==> src/rtl/dot_scan_controller_if.sv <==
// Sequencer memory read port used by the dot scan controller.
// master: drives selects, samples firing_bit/firing_data.
interface dot_scan_controller_if #(
  parameter int AW = 6
) ();
  logic [AW-1:0] row_select;
  logic [AW-1:0] col_select;
  logic          row_col_select;
  logic          firing_bit;
  logic          firing_data;

  modport master (
    output row_select,
    output col_select,
    output row_col_select,
    input  firing_bit,
    input  firing_data
  );

  modport slave (
    input  row_select,
    input  col_select,
    input  row_col_select,
    output firing_bit,
    output firing_data
  );
endinterface

==> src/rtl/dot_scan_controller.sv <==
// Dot scan engine: sweeps a window of the dot array, pulses firing dots.
// Ports: clock/reset_n, host control+config, mem (sequencer read port),
// drive_en/drive_data pads, busy/done/frame_count status.
// Macro DOT_SCAN_SKIP_IDLE_EN: non-firing dots take 2 cycles.
module dot_scan_controller #(
  parameter int MEM_LENGTH         = 48,
  parameter int MEM_ADDRESS_LENGTH = 6,
  parameter int TIME_BITS          = 16
) (
  input  logic                          clock,
  input  logic                          reset_n,
  input  logic                          start,
  input  logic                          stop,
  input  logic                          continuous,
  input  logic                          col_major_idx,
  input  logic [MEM_ADDRESS_LENGTH-1:0] row_last,
  input  logic [MEM_ADDRESS_LENGTH-1:0] col_last,
  input  logic [TIME_BITS-1:0]          pulse_width,
  input  logic [TIME_BITS-1:0]          dead_time,
  dot_scan_controller_if.master         mem,
  output logic                          drive_en,
  output logic                          drive_data,
  output logic                          busy,
  output logic                          done,
  output logic [15:0]                   frame_count
);
  localparam int AW = MEM_ADDRESS_LENGTH;
  localparam int CW = TIME_BITS + 1;
  localparam logic [AW-1:0] LAST = AW'(MEM_LENGTH - 1);

  typedef enum logic [2:0] {
    S_IDLE, S_SAMPLE, S_PULSE, S_DEAD, S_ADVANCE, S_DONE
  } state_t;

  state_t         state_q, state_d;
  logic [AW-1:0]  row_q, row_d;
  logic [AW-1:0]  col_q, col_d;
  logic [AW-1:0]  row_last_q, row_last_d;
  logic [AW-1:0]  col_last_q, col_last_d;
  logic [TIME_BITS-1:0] pw_q, pw_d;
  logic [TIME_BITS-1:0] dt_q, dt_d;
  logic [CW-1:0]  cnt_q, cnt_d;
  logic           cont_q, cont_d;
  logic           rcs_q, rcs_d;
  logic           drive_en_q, drive_en_d;
  logic           drive_data_q, drive_data_d;
  logic           busy_q, busy_d;
  logic           done_q, done_d;
  logic [15:0]    frame_q, frame_d;
  logic [CW-1:0]  pw1;

  // pulse length is never shorter than one cycle
  assign pw1 = (pw_q == '0) ? CW'(1) : {1'b0, pw_q};

  always_comb begin
    state_d    = state_q;
    row_d      = row_q;
    col_d      = col_q;
    row_last_d = row_last_q;
    col_last_d = col_last_q;
    pw_d       = pw_q;
    dt_d       = dt_q;
    cnt_d      = cnt_q;
    cont_d     = cont_q;
    rcs_d      = rcs_q;
    frame_d    = frame_q;
    if (stop) begin
      state_d = S_IDLE;
    end else begin
      unique case (state_q)
        S_IDLE: begin
          if (start) begin
            state_d    = S_SAMPLE;
            cont_d     = continuous;
            rcs_d      = col_major_idx;
            row_last_d = (row_last > LAST) ? LAST : row_last;
            col_last_d = (col_last > LAST) ? LAST : col_last;
            pw_d       = pulse_width;
            dt_d       = dead_time;
            row_d      = '0;
            col_d      = '0;
            frame_d    = '0;
          end
        end
        S_SAMPLE: begin
          if (mem.firing_bit) begin
            state_d = S_PULSE;
            cnt_d   = pw1 - CW'(1);
          end else begin
`ifdef DOT_SCAN_SKIP_IDLE_EN
            state_d = S_ADVANCE;
`else
            // idle slot spans pulse + dead time to keep cadence
            state_d = S_DEAD;
            cnt_d   = pw1 + {1'b0, dt_q} - CW'(1);
`endif
          end
        end
        S_PULSE: begin
          if (cnt_q == '0) begin
            if (dt_q == '0) begin
              state_d = S_ADVANCE;
            end else begin
              state_d = S_DEAD;
              cnt_d   = {1'b0, dt_q} - CW'(1);
            end
          end else begin
            cnt_d = cnt_q - CW'(1);
          end
        end
        S_DEAD: begin
          if (cnt_q == '0) state_d = S_ADVANCE;
          else cnt_d = cnt_q - CW'(1);
        end
        S_ADVANCE: begin
          state_d = S_SAMPLE;
          if (col_q != col_last_q) begin
            col_d = col_q + AW'(1);
          end else if (row_q != row_last_q) begin
            col_d = '0;
            row_d = row_q + AW'(1);
          end else begin
            frame_d = frame_q + 16'd1;
            if (cont_q) begin
              row_d = '0;
              col_d = '0;
            end else begin
              state_d = S_DONE;
            end
          end
        end
        S_DONE:  state_d = S_IDLE;
        default: state_d = S_IDLE;
      endcase
    end
    drive_en_d   = (state_d == S_PULSE);
    drive_data_d = 1'b0;
    if (state_d == S_PULSE)
      drive_data_d = (state_q == S_SAMPLE) ? mem.firing_data
                                           : drive_data_q;
    busy_d = (state_d != S_IDLE) && (state_d != S_DONE);
    done_d = (state_d == S_DONE);
  end

  always_ff @(posedge clock or negedge reset_n) begin
    if (!reset_n) begin
      state_q      <= S_IDLE;
      row_q        <= '0;
      col_q        <= '0;
      row_last_q   <= '0;
      col_last_q   <= '0;
      pw_q         <= '0;
      dt_q         <= '0;
      cnt_q        <= '0;
      cont_q       <= 1'b0;
      rcs_q        <= 1'b0;
      drive_en_q   <= 1'b0;
      drive_data_q <= 1'b0;
      busy_q       <= 1'b0;
      done_q       <= 1'b0;
      frame_q      <= '0;
    end else begin
      state_q      <= state_d;
      row_q        <= row_d;
      col_q        <= col_d;
      row_last_q   <= row_last_d;
      col_last_q   <= col_last_d;
      pw_q         <= pw_d;
      dt_q         <= dt_d;
      cnt_q        <= cnt_d;
      cont_q       <= cont_d;
      rcs_q        <= rcs_d;
      drive_en_q   <= drive_en_d;
      drive_data_q <= drive_data_d;
      busy_q       <= busy_d;
      done_q       <= done_d;
      frame_q      <= frame_d;
    end
  end

  assign mem.row_select     = row_q;
  assign mem.col_select     = col_q;
  assign mem.row_col_select = rcs_q;
  assign drive_en           = drive_en_q;
  assign drive_data         = drive_data_q;
  assign busy               = busy_q;
  assign done               = done_q;
  assign frame_count        = frame_q;
endmodule

==> src/flat_wrapper.sv <==
// flat-port wrapper written by rule: the top's interface ports become plain ports
module dot_scan_controller_flat 
#(
  parameter int MEM_LENGTH         = 48,
  parameter int MEM_ADDRESS_LENGTH = 6,
  parameter int TIME_BITS          = 16
)
  (clock, reset_n, start, stop, continuous, col_major_idx, row_last, col_last, pulse_width, dead_time, drive_en, drive_data, busy, done, frame_count, mem_row_select, mem_col_select, mem_row_col_select, mem_firing_bit, mem_firing_data);
  dot_scan_controller_if #(.AW(6)) mem_i ();
  input  logic clock;
  input  logic reset_n;
  input  logic start;
  input  logic stop;
  input  logic continuous;
  input  logic col_major_idx;
  input  logic [MEM_ADDRESS_LENGTH-1:0] row_last;
  input  logic [MEM_ADDRESS_LENGTH-1:0] col_last;
  input  logic [TIME_BITS-1:0] pulse_width;
  input  logic [TIME_BITS-1:0] dead_time;
  output logic drive_en;
  output logic drive_data;
  output logic busy;
  output logic done;
  output logic [15:0] frame_count;
  output wire logic [$bits(mem_i.row_select)-1:0] mem_row_select;
  output wire logic [$bits(mem_i.col_select)-1:0] mem_col_select;
  output wire logic [$bits(mem_i.row_col_select)-1:0] mem_row_col_select;
  input wire logic [$bits(mem_i.firing_bit)-1:0] mem_firing_bit;
  input wire logic [$bits(mem_i.firing_data)-1:0] mem_firing_data;
  assign mem_row_select = mem_i.row_select;
  assign mem_col_select = mem_i.col_select;
  assign mem_row_col_select = mem_i.row_col_select;
  assign mem_i.firing_bit = mem_firing_bit;
  assign mem_i.firing_data = mem_firing_data;
  dot_scan_controller #(.MEM_LENGTH(MEM_LENGTH), .MEM_ADDRESS_LENGTH(MEM_ADDRESS_LENGTH), .TIME_BITS(TIME_BITS)) u_core (.clock(clock), .reset_n(reset_n), .start(start), .stop(stop), .continuous(continuous), .col_major_idx(col_major_idx), .row_last(row_last), .col_last(col_last), .pulse_width(pulse_width), .dead_time(dead_time), .mem(mem_i), .drive_en(drive_en), .drive_data(drive_data), .busy(busy), .done(done), .frame_count(frame_count));
endmodule
==> config.mk <==
export PLATFORM = sky130hd
export DESIGN_NAME = dot_scan_controller_flat
export DESIGN_NICKNAME = d
export VERILOG_FILES = /design/src/rtl/dot_scan_controller_if.sv /design/src/rtl/dot_scan_controller.sv /design/src/flat_wrapper.sv
export SDC_FILE = /design/constraint.sdc
export NUM_CORES = 1
export LEC_CHECK = 0
export ABC_AREA = 1
export CAP_MARGIN = 40
export CORE_MARGIN = 10
export CORE_UTILIZATION = 40
export DETAILED_ROUTE_END_ITERATION = 8
export DONT_BUFFER_PORTS = 1
export SYNTH_ARGS = -nofsm -noshare
export SYNTH_HDL_FRONTEND = slang
export SYNTH_SLANG_ARGS = --single-unit
==> constraint.sdc <==
create_clock -name clock -period 3.3 [get_ports clock]
set_input_delay 0.825 -clock clock [delete_from_list [all_inputs] [get_ports clock]]
set_output_delay 0.825 -clock clock [all_outputs]
set_load 0.03 [all_outputs]
Word-level counts from Yosys, hierarchy flattened
Index checks and enable logic that the tools add are counted.
{"block": "op_classes", "add_sub_neg": 8, "magnitude_cmp": 2, "n_eq_ne": 17, "n_mux": 32, "n_bitwise": 1, "reduce_logical": 13}
{"op": "$mux 17", "n": 4}
{"op": "$mux 16", "n": 4}
{"op": "$pmux 17 s3", "n": 1}
{"op": "$sub 17x1->17 const B", "n": 3}
{"op": "$mux 6", "n": 8}
{"op": "$logic_not 16->1", "n": 2}
{"op": "$pmux 16 s2", "n": 1}
{"op": "$mux 3", "n": 8}
{"op": "$pmux 6 s2", "n": 2}
{"op": "$add 17x16->17", "n": 1}
{"op": "$logic_not 17->1", "n": 1}
{"op": "$sub 16x1->17 const B", "n": 1}
{"op": "$add 16x1->16 const B", "n": 1}
{"op": "$pmux 3 s5", "n": 1}
{"op": "$add 6x1->6 const B", "n": 2}
{"op": "$gt 6x6->1 const B", "n": 2}
{"op": "$ne 6x6->1", "n": 2}
{"op": "$ne 2x2->1 const B", "n": 5}
{"op": "$reduce_and 5->1", "n": 2}
{"op": "$eq 3x2->1 const B", "n": 3}
{"op": "$reduce_and 4->1", "n": 2}
{"op": "$eq 3x3->1 const B", "n": 2}
{"op": "$ne 3x3->1 const B", "n": 2}
{"op": "$reduce_bool 3->1", "n": 2}
{"op": "other kinds (9)", "n": 11}
{"block": "totals", "reg_bits": 98, "inputBits": 52, "out_inout_bits": 33, "word_cells": 88}

Longest topological paths before layout
Gate-level depths: netlist of the first run.
{"block": "logic_depth", "ltp_word": 7, "mapped_depth": 23, "mapped_depth_nobuf": 23}

Worst setup path after synthesis of the first run
No wires, ideal clock.
{"block": "synth_timing", "path_kind": "register -> register", "start": "register u_core.pw_q[12]", "end": "register u_core.cnt_q[11]", "setup_ps": 77, "arrival_time_ps": 2695, "required_time_ps": 3223, "slack_ps": 528, "stages_incl_launch_ff": 23, "path_buffers": 0, "cell_sequence": "dfrtp_1 -> nor2_1 -> nand2_1 -> nor2_1 -> nand2_1 -> nand2_1 -> inv_1 -> ha_1 -> inv_1 -> ha_1 -> inv_1 -> fa_1 -> inv_1 -> nand3_1 -> nand2_1 -> nand2_1 -> nand2_1 -> nand2_1 -> nand3b_1 -> nand3_1 -> nand2_1 -> nand2_1 -> a21oi_1"}
{"block": "synth_between", "elab_chain_len": 6, "word_cells_on_any_way": 7, "classes_between": "add/sub (3); mux (3); reduce/logical (1)"}
{"item": "start: declaration", "line_no": "dot_scan_controller.sv:40", "text": "logic [TIME_BITS-1:0] pw_q, pw_d;"}
{"item": "start signal: assignment", "line_no": "dot_scan_controller.sv:168", "text": "pw_q <= pw_d;"}
{"item": "$logic_not 16->1 *", "line_no": "dot_scan_controller.sv:53", "text": "assign pw1 = (pw_q == '0) ? CW'(1) : {1'b0, pw_q};"}
{"item": "$mux 16 *", "line_no": "dot_scan_controller.sv:53"}
{"item": "$add 17x16->17", "line_no": "dot_scan_controller.sv:95", "text": "cnt_d = pw1 + {1'b0, dt_q} - CW'(1);"}
{"item": "$sub 17x1->17", "line_no": "dot_scan_controller.sv:95"}
{"item": "$mux 17 *", "line_no": "dot_scan_controller.sv:86", "text": "if (mem.firing_bit) begin"}
{"item": "$pmux 17 s3 *", "line_no": "dot_scan_controller.sv:70", "text": "unique case (state_q)"}
{"item": "end signal: assignment", "line_no": "dot_scan_controller.sv:170", "text": "cnt_q <= cnt_d;"}
{"item": "end: declaration", "line_no": "dot_scan_controller.sv:42", "text": "logic [CW-1:0] cnt_q, cnt_d;"}
Mark *: on every way between the ends. The rest lies on a longest branch, timed or not.
A chain may end at the register's enable or synchronous reset.

Final worst setup path of the first run
Same ends and word-level chain as after synthesis.

==> flow_metrics.tcl, run 1 <==
set metrics [dict create \
    insertion_delay_ns 0.36 \
    post_synth_instance_area_sq_mm 0.00754 \
    power.internal_mw 3.00 \
    total_leakage_power_nw 4.01 \
    cts.reportedPaths.clkPinSlew_ns 0.07 \
    p_sw_frac 0.449 \
    fp.dieArea_sq_mm 0.0247 \
    initial_core_util 0.404 \
    synth-edff-count 0 \
    worstPathArrival_ns 3.18 \
    power_frac_comb 0.471 \
    status "completed" \
    clkSinkCount 98 \
    post_cts_buffers 0 \
    critical_path.max_stage_delay_ns 0.41 \
    synthMuxAreaShare 0.00149 \
    antenna_found_initial 0 \
    drc 0 \
    cp_max_fo 4 \
    rows 50 \
    final_area_sq_mm 0.00808 \
    finalCriticalPeriod_ns 2.90 \
    max-clock-path-buffers 2 \
    finClkSkew_ns 0.00680 \
    synth-simple-area-share 0.354 \
    ir_drop_mv 0.314 \
    grt_max_degree 99 \
    worst-r2r-cell-count 22 \
    maxCapViolCount 0 \
    regToRegStartpoint "u_core.pw_q[12]$_DFFE_PN0P_" \
    maxUsedRoutingLayer "met4" \
    critPathSlowestCell "dfrtp_1" \
    crit_chain "nor2_2 -> nand2_1 -> nor2_2 -> nand2_2 -> nand2_2 -> inv_1 -> ha_1 -> inv_1 -> ha_2 -> inv_1 -> fa_1 -> inv_1 -> nand3_1 -> nand2_2 -> nand2_1 -> nand2_2 -> nand2_1 -> nand3b_1 -> nand3_1 -> nand2_1 -> nand2_1 -> a21oi_1" \
    yosysWarnings 0 \
    nNetsFinal 1206 \
    place_hpwl_um 17200 \
    hold_path.class "primary input to async pin" \
    die_h_um 157 \
    finalHoldViolCount 0 \
    final.period_utilization 0.878 \
    cts_buffers 9 \
    synth_area_leaders "dfrtp_1, nand2_1, nor2_1, inv_1, ha_1" \
    synth_top_family_by_area "simple AND/OR/NAND/NOR gates" \
    grt_pass1_vias 6477 \
    stdcell_count 1353 \
    reg2reg_slack_ns 0.40 \
    gr-usage-all-layers 0.175 \
    seqPwrFrac 0.324 \
    dieWidth_um 157 \
    grt_pass1_wl_um 34500 \
    syn_inst 1119 \
    pre_cts_slack_ns 0.213 \
    required_ns 3.59 \
    drive_gt1_frac 0.0652 \
    placed_area_sq_mm 0.00775 \
    gp_congestion 0.931 \
    fin_hold_ws_ns 0.158 \
    syn_avg_cell_area_sq_um 6.74 \
    p_per_area_mw_per_mm2 674 \
    fin_ws_ns 0.402 \
    switching_power_mw 2.45 \
    synth_compound_area_frac 0.104 \
    fin_total_pwr_mw 5.45 \
    coreArea_sq_mm 0.0186 \
    via_per_inst 5.12 \
    wl_met3_um 1540 \
    rsz0062_at_grt "no" \
    cts_resized 0 \
    cts.root.buffer_cell "clkbuf_16" \
    n_antenna_cell 0 \
    synth_seq_area_share 0.325 \
    htreeDepth 3 \
    pin_count 85 \
    wl_met1_um 10300 \
    wl_per_cell_um 15.8 \
    setup_viol 0 \
    synth_top_area_share 0.325 \
    wl_met2_um 9190 \
    ys.flop_type "dfrtp_1" \
    startpoint_type "flop" \
    cpMostUsedCell "nand2_1" \
    critPathKind "flop to flop" \
    grt.overflow.total 0 \
    async_flop_share 1.00 \
    tightest_slew_ns 0.664 \
    finalSetupTns_ns 0 \
    vias 6922 \
    clockPowerShare 0.205 \
    drt_iter0_markers 407 \
    rr_endpoint "u_core.cnt_q[11]$_DFFE_PN0P_" \
    endpoint_kind "flop" \
    synthXorXnorAreaFrac 0.0488 \
    synth_cell_types 43 \
    slew-limit-headroom 0.558 \
    clock.fmax_ghz 0.345 \
    postRouteAntennaNets 0 \
    area_growth_pct 7.24 \
    yosysTopAreaCell "dfrtp_1" \
    io_buffers 0 \
    drv_slew 0 \
    dpl.cell_count 1337 \
    synth_nets 1211 \
    final_util 0.434 \
    ys_ff_latch 98 \
    synth_fa_ha_area_frac 0.0674 \
    wirelength_um 21400 \
    tritoncts "done" \
    first_pass_iters 5 \
    hold_buffers 0 \
]
[how the worst max path moves through the flow]
stage	slack (ns)	end	start
finish	0.40	u_core.cnt_q[11]$_DFFE_PN0P_	u_core.pw_q[12]$_DFFE_PN0P_
global route	0.07	u_core.cnt_q[15]$_DFFE_PN0P_	u_core.pw_q[5]$_DFFE_PN0P_
CTS	0.20	u_core.cnt_q[11]$_DFFE_PN0P_	u_core.pw_q[12]$_DFFE_PN0P_
detailed placement	0.21	u_core.cnt_q[11]$_DFFE_PN0P_	u_core.pw_q[12]$_DFFE_PN0P_
global placement	0.22	u_core.cnt_q[15]$_DFFE_PN0P_	u_core.pw_q[12]$_DFFE_PN0P_
floorplan	0.53	u_core.cnt_q[11]$_DFFE_PN0P_	u_core.pw_q[12]$_DFFE_PN0P_
[worst max-delay path, delay by kind of cell (launching register included)]
kind / cells / cell delay [ns]
buf+inv: 4 / 0.26
simple gates: 14 / 1.26
fa+ha+maj: 3 / 0.78
compound gates: 1 / 0.11
flops: 1 / 0.41
[layout by cell type, fill, tap and decap left out, drive strengths merged]
| master | Yosys | layout |
|---|---|---|
| inv | 164 | 166 |
| a22oi | 1 | 1 |
| nor3b | 1 | 1 |
| o21a | 2 | 2 |
| mux2 | 1 | 1 |
| fa | 1 | 1 |
| clkbuf | 3 | 9 |
| nor3 | 15 | 15 |
| ha | 39 | 39 |
| xor2 | 36 | 36 |
| o21bai | 4 | 4 |
| a31oi | 2 | 2 |
| or2 | 3 | 3 |
| nand3 | 92 | 92 |
| nand3b | 4 | 4 |
| o21ai | 66 | 66 |
| o22ai | 3 | 3 |
| a21oi | 68 | 68 |
| and2 | 2 | 2 |
| bufinv | 0 | 1 |
| nor2 | 199 | 199 |
| o211ai | 3 | 3 |
| nand4 | 19 | 19 |
| clkinv | 2 | 6 |
| buf | 17 | 4 |
| nor4 | 1 | 1 |
| xnor2 | 6 | 6 |
| dfrtp | 98 | 98 |
| nand2 | 267 | 267 |
[cell families (layout without fill, tap and decap cells)]
group | after synthesis | in the layout
buffers and inverters | 186 | 186
AND/OR/NAND/NOR | 603 | 603
AO/OA/AOI/OAI | 149 | 149
multiplexers | 1 | 1
flip-flops | 98 | 98
XOR/XNOR | 42 | 42
adder cells (fa/ha/maj) | 40 | 40
[registers in the layout (all words and copies together), names as in the netlist]
signal / cells
u_core.cnt_q: 17
u_core.frame_count: 16
u_core.mem.col_select: 6
u_core.mem.row_select: 6
u_core.mem.row_col_select: 1
u_core.drive_en: 1
u_core.busy: 1
u_core.cont_q: 1
u_core.done: 1
u_core.col_last_q: 6
u_core.pw_q: 16
u_core.dt_q: 16
u_core.row_last_q: 6
u_core.state_q: 3
u_core.drive_data: 1
[power by group through the flow]
stage               sequential, mW  clock [mW]  combinational, mW
global route                  1.81        1.18               2.99
floorplan                     1.70           0               1.99
global placement              1.78           0               2.52
CTS                           1.76        1.14               2.55
detailed placement            1.78           0               2.53
finish                        1.76        1.12               2.57
[per-layer routing]
metal  global-route usage  vias to the layer above
met5                    0                        -
met4               0.0450                        0
met2                0.256                      179
met1                0.251                     3175
met3               0.0418                       22
li1                     -                     3546
[area by class of cell]
cell class / instances / area, sq um
flip-flops and latches: 98 / 2450
clock buffers: 9 / 225
well taps: 234 / 293
repair buffers: 4 / 30.0
fillers: 2005 / 10600
multi-input cells: 835 / 4370
inverters: 166 / 627
clock inverters: 7 / 88.8
[synth_stat cells (all sizes together), types with 2 or more instances]
master    n
nand2   267
nor2    199
inv     164
dfrtp    98
nand3    92
a21oi    68
o21ai    66
ha       39
xor2     36
nand4    19
buf      17
nor3     15
xnor2     6
nand3b    4
o21bai    4
clkbuf    3
o211ai    3
o22ai     3
or2       3
a31oi     2
and2      2
clkinv    2
o21a      2
(Power assumes the default switching activity.)
==> run 2, diff against run 1 <==
--- a/config.mk
+++ b/config.mk
@@ -7,10 +7,13 @@
 export LEC_CHECK = 0
 export ABC_AREA = 1
 export CAP_MARGIN = 40
+export CELL_PAD_IN_SITES_DETAIL_PLACEMENT = 0
+export CELL_PAD_IN_SITES_GLOBAL_PLACEMENT = 1
 export CORE_MARGIN = 10
 export CORE_UTILIZATION = 40
 export DETAILED_ROUTE_END_ITERATION = 8
 export DONT_BUFFER_PORTS = 1
+export PLACE_DENSITY_LB_ADDON = 0.1
 export SYNTH_ARGS = -nofsm -noshare
 export SYNTH_HDL_FRONTEND = slang
 export SYNTH_SLANG_ARGS = --single-unit
==> flow_metrics.tcl, run 2 (synthesis results as in run 1) <==
set metrics [dict create \
    status "completed" \
    crit_chain "nor2_2 -> nand2_1 -> nor2_2 -> nand2_1 -> nand2_1 -> inv_1 -> ha_1 -> inv_1 -> ha_2 -> inv_1 -> fa_1 -> inv_1 -> nand3_1 -> nand2_2 -> nand2_1 -> nand2_2 -> nand2_1 -> nand3_1 -> nand3_1 -> nand2_1 -> nand2_1 -> a21oi_1" \
    htreeDepth 3 \
    fin_ws_ns 0.341 \
    clock.fmax_ghz 0.338 \
    die_h_um 157 \
    grt.overflow.total 0 \
    antenna_found_initial 0 \
    slew-limit-headroom 0.618 \
    pin_count 85 \
    post_cts_buffers 0 \
    vias 6831 \
    via_per_inst 5.03 \
    regToRegStartpoint "u_core.pw_q[9]$_DFFE_PN0P_" \
    cts_buffers 9 \
    critPathSlowestCell "dfrtp_1" \
    drive_gt1_frac 0.0676 \
    crit_family "simple AND/OR/NAND/NOR gates" \
    cpMostUsedCell "nand2_1" \
    p_per_area_mw_per_mm2 675 \
    drv_slew 0 \
    hold_path.class "primary input to async pin" \
    nFillCells 2059 \
    rsz0062_at_grt "no" \
    wl_per_cell_um 16.9 \
    tightest_slew_ns 0.571 \
    critPathKind "flop to flop" \
    dieWidth_um 157 \
    final.period_utilization 0.897 \
    cts.root.buffer_cell "clkbuf_16" \
    tritoncts "done" \
    finalCriticalPeriod_ns 2.96 \
    clockPowerShare 0.192 \
    gr-usage-all-layers 0.191 \
    grt_pass1_wl_um 36900 \
    place_hpwl_um 18300 \
    setup_viol 0 \
    io_buffers 0 \
    nNetsFinal 1211 \
    endpoint_kind "flop" \
    final_cell_mix "nand2_1, nor2_1, inv_1" \
    fin_hold_ws_ns 0.165 \
    maxCapViolCount 0 \
    reg2reg_slack_ns 0.34 \
    worstPathArrival_ns 3.24 \
    regMostFlops "u_core.cnt_q" \
    worst-r2r-cell-count 22 \
    cp_max_fo 4 \
    total_leakage_power_nw 4.02 \
    drc 0 \
    clkSinkCount 98 \
    power.internal_mw 2.94 \
    max-clock-path-buffers 2 \
    wirelength_um 23000 \
    postRouteAntennaNets 0 \
    initial_core_util 0.404 \
    power_frac_comb 0.482 \
    coreArea_sq_mm 0.0186 \
    drt_iter0_markers 393 \
    startpoint_type "flop" \
    finalHoldViolCount 0 \
    critical_path.max_stage_delay_ns 0.42 \
    p_sw_frac 0.461 \
    stdcell_count 1358 \
    cp_num_buf_inv 4 \
    rows 50 \
    area_growth_pct 7.24 \
    multiInputGateArea_sq_mm 0.00436 \
    seqPwrFrac 0.326 \
    rr_endpoint "u_core.cnt_q[15]$_DFFE_PN0P_" \
    seq_area_sq_mm 0.00245 \
    first_pass_iters 5 \
    insertion_delay_ns 0.36 \
    grt_max_degree 99 \
    required_ns 3.58 \
    grt_pass1_vias 6798 \
    gp_congestion 0.893 \
    finClkSkew_ns 0.00902 \
    switching_power_mw 2.51 \
    ir_drop_mv 0.311 \
    pre_cts_slack_ns 0.242 \
    cts.reportedPaths.clkPinSlew_ns 0.08 \
    final_common_cell "nand2_1" \
    fp.dieArea_sq_mm 0.0247 \
    finalSetupTns_ns 0 \
    n_antenna_cell 0 \
    largest_register_ffs 17 \
    dpl.cell_count 1342 \
]
-- run 2: cell types whose count changed in the layout (fill, tap and decap cells not counted), sizes merged --
cell | previous run | this run
clkinv | 6 | 5
clkbuf | 9 | 10
buf | 4 | 9
bufinv | 1 | 0
clkinvlp | 0 | 1
-- run 2: worst max-delay path by stage --
stage	startpoint	end	slack [ns]	cells past startpoint
2_1_floorplan	u_core.pw_q[12]$_DFFE_PN0P_	u_core.cnt_q[11]$_DFFE_PN0P_	0.53	22
3_3_place_gp	u_core.pw_q[12]$_DFFE_PN0P_	u_core.cnt_q[15]$_DFFE_PN0P_	0.32	22
3_5_place_dp	u_core.pw_q[12]$_DFFE_PN0P_	u_core.cnt_q[15]$_DFFE_PN0P_	0.24	22
4_1_cts	u_core.pw_q[12]$_DFFE_PN0P_	u_core.cnt_q[15]$_DFFE_PN0P_	0.23	22
5_1_grt	u_core.pw_q[9]$_DFFE_PN0P_	u_core.cnt_q[11]$_DFFE_PN0P_	0.02	22
6_report	u_core.pw_q[9]$_DFFE_PN0P_	u_core.cnt_q[15]$_DFFE_PN0P_	0.34	22
-- run 2: layer usage --
metal / GRT usage / share of wire
met1: 0.244 / 0.46
met2: 0.315 / 0.47
met3: 0.0415 / 0.057
met4: 0.0570 / 0.018
met5: 0 / 0
-- run 2: layout make-up --
type / count / area share
Multi-Input combinational cell: 835 / 0.540
Sequential cell: 98 / 0.303
Inverter: 166 / 0.0776
Tap cell: 234 / 0.0362
Clock buffer: 10 / 0.0283
Timing Repair Buffer: 9 / 0.00836
Clock inverter: 6 / 0.00619
-- run 2: timing repair --
item	in CTS	in global routing
resized for setup	0	7
hold buffers	0	0
endpoints found under the setup margin	0	5
-- run 2: through the flow --
step | utilization | total power [mW] | cell area, sq um
after detailed placement | 0.418 | 4.41 | 7790
after CTS | 0.433 | 5.48 | 8070
final | 0.434 | 5.45 | 8080
after floorplan | - | 3.69 | 7540
after global placement | 0.418 | 4.40 | 7790
after global routing | 0.434 | 5.98 | 8080
-- run 2: power by group through the flow --
stage / Sequential [mW] / Clock (mW) / Combinational [mW]
2_1_floorplan: 1.70 / 0 / 1.99
3_3_place_gp: 1.80 / 0 / 2.61
3_5_place_dp: 1.80 / 0 / 2.61
4_1_cts: 1.78 / 1.08 / 2.62
5_1_grt: 1.83 / 1.12 / 3.04
6_report: 1.78 / 1.05 / 2.63
